[config.mk]
export PLATFORM = sky130hd
export DESIGN_NAME = regbank_register_file
export DESIGN_NICKNAME = d
export VERILOG_FILES = /design/src/rtl/regbank_pkg.sv /design/src/rtl/regbank_read_port.sv /design/src/rtl/regbank_register_file.sv
export SDC_FILE = /design/constraint.sdc
export NUM_CORES = 2
export LEC_CHECK = 0
export CAP_MARGIN = 20
export CORE_UTILIZATION = 35
export CTS_CLUSTER_SIZE = 12
export DETAILED_ROUTE_END_ITERATION = 8
export PLACE_DENSITY = 0.51
export SYNTH_ARGS = -nofsm -noshare
export SYNTH_HDL_FRONTEND = slang
export SYNTH_SLANG_ARGS = --single-unit
[constraint.sdc]
create_clock -name clock -period 4 [get_ports clock]
set_input_delay 0.6 -clock clock [delete_from_list [all_inputs] [get_ports clock]]
set_output_delay 0.6 -clock clock [all_outputs]
set_load 0.01 [all_outputs]
[src/rtl/regbank_pkg.sv]
// regbank_pkg: shared widths, register count and zero-register index for the register file
package regbank_pkg;
  localparam int DATA_WIDTH = 32;
  localparam int ADDR_WIDTH = 5;
  localparam int NUM_REGS   = 32;
  localparam int ZERO_REG   = 0;
endpackage

[src/rtl/regbank_read_port.sv]
// regbank_read_port: one combinational read port with zero-index check and write-through bypass
// Ports: read_reg_i index, reg_write_i/write_reg_i/write_data_i live write for bypass,
//        regs_i flattened register contents (entry 0 unused), read_data_o result.
module regbank_read_port
  import regbank_pkg::*;
#(
  parameter int DW = DATA_WIDTH,
  parameter int AW = ADDR_WIDTH
) (
  input  logic [AW-1:0]              read_reg_i,
  input  logic                       reg_write_i,
  input  logic [AW-1:0]              write_reg_i,
  input  logic [DW-1:0]              write_data_i,
  input  logic [2**AW-1:0][DW-1:0]   regs_i,
  output logic [DW-1:0]              read_data_o
);
  // Bypass is deliberately not gated by reset: the write being presented is forwarded as-is.
  assign read_data_o = (read_reg_i == AW'(ZERO_REG)) ? '0 :
                       (reg_write_i && write_reg_i == read_reg_i) ? write_data_i :
                       regs_i[read_reg_i];
endmodule

[src/rtl/regbank_register_file.sv]
// regbank_register_file: 2-read/1-write register file with hardwired zero register and write bypass
// Ports: clock, reset (async active-low), regWrite/writeReg/writeData write port,
//        readReg1/readReg2 indices, readData1/readData2 combinational read data.
module regbank_register_file
  import regbank_pkg::*;
#(
  parameter int DATA_WIDTH = regbank_pkg::DATA_WIDTH,
  parameter int ADDR_WIDTH = regbank_pkg::ADDR_WIDTH
) (
  input  logic                  clock,
  input  logic                  reset,
  input  logic                  regWrite,
  input  logic [ADDR_WIDTH-1:0] readReg1,
  input  logic [ADDR_WIDTH-1:0] readReg2,
  input  logic [ADDR_WIDTH-1:0] writeReg,
  input  logic [DATA_WIDTH-1:0] writeData,
  output logic [DATA_WIDTH-1:0] readData1,
  output logic [DATA_WIDTH-1:0] readData2
);
  localparam int DEPTH = 2**ADDR_WIDTH;
  // Register 0 has no storage; the array covers indices 1..DEPTH-1 only.
  logic [DEPTH-1:1][DATA_WIDTH-1:0] regs_q, regs_d;
  logic [DEPTH-1:0][DATA_WIDTH-1:0] regs_all;
  assign regs_all = {regs_q, {DATA_WIDTH{1'b0}}};
  always_comb begin
    regs_d = regs_q;
    if (regWrite && writeReg != ADDR_WIDTH'(ZERO_REG)) regs_d[writeReg] = writeData;
  end
  always_ff @(posedge clock or negedge reset)
    if (!reset) regs_q <= '0;
    else regs_q <= regs_d;
  regbank_read_port #(.DW(DATA_WIDTH), .AW(ADDR_WIDTH)) u_rp1 (
    .read_reg_i   (readReg1),
    .reg_write_i  (regWrite),
    .write_reg_i  (writeReg),
    .write_data_i (writeData),
    .regs_i       (regs_all),
    .read_data_o  (readData1)
  );
  regbank_read_port #(.DW(DATA_WIDTH), .AW(ADDR_WIDTH)) u_rp2 (
    .read_reg_i   (readReg2),
    .reg_write_i  (regWrite),
    .write_reg_i  (writeReg),
    .write_data_i (writeData),
    .regs_i       (regs_all),
    .read_data_o  (readData2)
  );
endmodule

==> impl_metrics.ini <==
[run_status]
outcome = finished clean

[global_routing]
grt_antenna_before_repair = 11
grt_usage = 0.261
grt-ovfl-total = 0
grt_pass1_vias = 38000
maximum_number_of_pins_on_one_net_before_global_route_repair = 86
global_route_wire_length_before_repair_um = 292000

[pwr]
seq_power_share = 0.426
leakage_nw = 27.4
power.share.switching = 0.278
p_int_mw = 22.8
power.net_switching_mw = 8.78
power_frac_clock = 0.357
power.combinational.fraction = 0.217
power.density_cell_area_nw_per_um2 = 493
vdd.ir_drop.worst_mv = 0.329

[die]
die-area_um2 = 155000
core_area_um2 = 152000
die_h_um = 394
top_level_pins = 114
initial_utilization = 0.353
fp.dieW_um = 394
fp-row-count = 143

[synth]
synth_async_reset_ratio = 1.00
post_syn_nets = 3865
yosys.area_share.simple = 0.0300
synth_flop_type = dfrtp_1
number_of_register_bits_inferred_by_synthesis = 992
xor_xnor_share_of_the_synthesized_area = 0.00163
synth_mux_area_frac = 0.418
synth_enable_flop_cells = 0
seq_area_frac_synth = 0.462
avgSynthCellArea_um2 = 14.1
synth_cell_types = 41
synth-compound-area-share = 0.0539
syn_inst = 3815
post_synthesis_adder_cell_area_fraction = 0
synth_top_family_by_area = multiplexers
synth_warnings = 0
synth.cell_area_um2 = 53800

[route]
wl_cell_um = 33.3
detailroute.via_count = 36800
residual_drc = 0
vias_per_cell = 6.03
first_iter_violations = 3151
detail_route.wirelength_um = 204000
route.antenna.remaining_nets = 0
detailedRoute.firstPassIterationCount = 5

[critical_path]
slowest_stage = mux4_2
timing.critical_path.cells = buf_8 > buf_16 > buf_12 > mux4_2 > mux2_2 > a221oi_1 > a21oi_1 > clkdlybuf4s50_1
worstSetupPathType = in2out
cp.depth = 8
worst_ep_required_time_ns = 3.40
crit_path_end_kind = output port
worst_path_dominant_cell_family = buffers and inverters
slowest_delay_ns = 0.53
crit_buf_inv = 4
reg2regPathDepth = 1
crit_arrival_ns = 3.37
critical_path.max_fanout = 17
cp-start-kind = primary input

[hold_path]
holdCritPathClass = in2async

[timing]
timing.final.crit_period_ns = 3.97
fin_worst_skew_ns = 0
worst_case_headroom_to_the_max_slew_limit = 0.279
fmax_mhz = 252
hold_viol = 0
finalSetupViolCount = 0
timing.final.crit_share = 0.993
grt_setup_unrepaired = yes
max_slew.worst_pin.slew_ns = 1.08
timing_max_transition_violations_final = 0
setup_tns_ns = 0

[layout]
num-nets-final = 4021
fin_cells = 6103
largest_reg_flops = 992
proportion_of_layout_cells_with_a_drive_suffix_above_1 = 0.521
layout_stage_area_growth_over_the_synthesis_result_pct = 18.8

[clock_network]
clock_tree_from_tritoncts = done
cts_inserted_buffers = 116
master_cell_of_the_clock_root_buffer = clkbuf_16
clk_latency_ns = 0.73
post_cts.repair.setup_buffers = 0
cts.sink_count = 992
max-clock-path-buffers = 3
cts.clk_slew.worst_paths_ns = 0.05
cts.htree.levels = 3

[place]
routabilityCongestion = 0.815
placed_cells = 5880
buffer_ports.inserted = 113
detailedPlacementHpwl_um = 127000

[job]
maxCapViolCount = 0
final timing paths:
| path | from | to | slack [ns] |
|---|---|---|---|
| max | readReg1[0] | readData1[4] | 0.03 |
| min | reset | regs_all[805] | 0.44 |
| max reg2reg | regs_all[1015] | regs_all[1015] | 3.19 |
| min reg2reg | regs_all[861] | regs_all[861] | 0.52 |
| max in group asynchronous | reset | regs_all[243] | 2.43 |
| min in group clock | regs_all[861] | regs_all[861] | 0.52 |
per-layer routing:
| metal | up-vias | wire length, µm | global-route usage |
|---|---|---|---|
| met4 | 6 | 7260 | 0.0939 |
| met1 | 20100 | 89300 | 0.360 |
| met5 | - | 48 | 0 |
| met2 | 1279 | 95100 | 0.416 |
| met3 | 350 | 11800 | 0.0390 |
| li1 | 15100 | - | - |
power by group through the flow:
stage / registers, mW / clock network (mW) / logic, mW
final: 13.4 / 11.3 / 6.84
after global placement: 13.5 / 0 / 6.68
after floorplan: 13.1 / 0 / 4.74
after CTS: 13.4 / 11.5 / 6.84
after global routing: 13.7 / 11.9 / 7.28
after detailed placement: 13.5 / 0 / 6.78
layout by cell type, fill, tap and decap left out, drive strengths merged, types with 7 or more instances in the layout:
cell type and n:
o22ai 77, mux2 1121, o221ai 23, clkinvlp 7, clkdlybuf4s50 97, mux4 366
nor3 48, clkbuf 179, o21ai 74, nand3 16, bufinv 11, nand2 32
a21oi 46, a22o 14, a31oi 32, nor2 107, a22oi 50, nor4 34
buf 355, dfrtp 992, or3b 19, nor2b 19, mux2i 163, a211oi 32
o21bai 14, or4 14, clkinv 18, a221oi 60
cells in the mapped netlist, types with 23 or more instances:
cell / count / area share
mux2i_1: 163 / 0.030
a21oi_1: 46 / 0.0043
clkbuf_1: 238 / 0.017
dfrtp_1: 992 / 0.46
buf_2: 84 / 0.0078
nand2_1: 32 / 0.0022
o21ai_0: 74 / 0.0069
mux4_2: 366 / 0.15
nor2_1: 107 / 0.0075
a31oi_1: 32 / 0.0037
mux2_2: 1121 / 0.23
nor4_1: 34 / 0.0040
o22ai_1: 77 / 0.0090
a22oi_1: 50 / 0.0070
nor3_1: 48 / 0.0045
a211oi_1: 32 / 0.0045
a221oi_1: 60 / 0.0098
buf_4: 28 / 0.0039
o221ai_1: 23 / 0.0037
buf_1: 64 / 0.0045
final cells by class:
type	instances	area, µm²
Timing Repair Buffer	460	4940
Clock buffer	178	3510
Antenna cell	2	5.00
Sequential cell	992	24800
Fill cell	14000	88400
Multi-Input combinational cell	2401	27600
Clock inverter	40	519
Tap cell	2030	2540
what timing repair did:
action,CTS,global route
gates resized for setup,32,16
gates cloned,1,1
hold endpoints to repair,50,0
pin swaps,4,3
hold buffers,1,0
endpoints found under the setup margin,33,29
logic make-up after synthesis:
kind of cell,after synthesis
multiplexers,1650
buffers and inverters,422
AO/OA/AOI/OAI,427
flip-flops,992
XOR/XNOR,10
AND/OR/NAND/NOR,314
metrics by stage:
| stage | utilization | power (mW) | setup slack [ns] | area, µm² | hold WS, ns |
|---|---|---|---|---|---|
| 2_1_floorplan | - | 17.8 | 1.16 | 53800 | 0.304 |
| 3_3_place_gp | 0.391 | 20.1 | -0.847 | 59600 | 0.499 |
| 3_5_place_dp | 0.391 | 20.3 | -0.828 | 59600 | 0.507 |
| 4_1_cts | 0.419 | 31.7 | 0.00242 | 63800 | 0.437 |
| 5_1_grt | 0.420 | 32.8 | -0.0295 | 63900 | 0.492 |
| 6_report | 0.420 | 31.5 | 0.0268 | 63900 | 0.444 |
No activity file was read; power rests on OpenSTA's default activity.
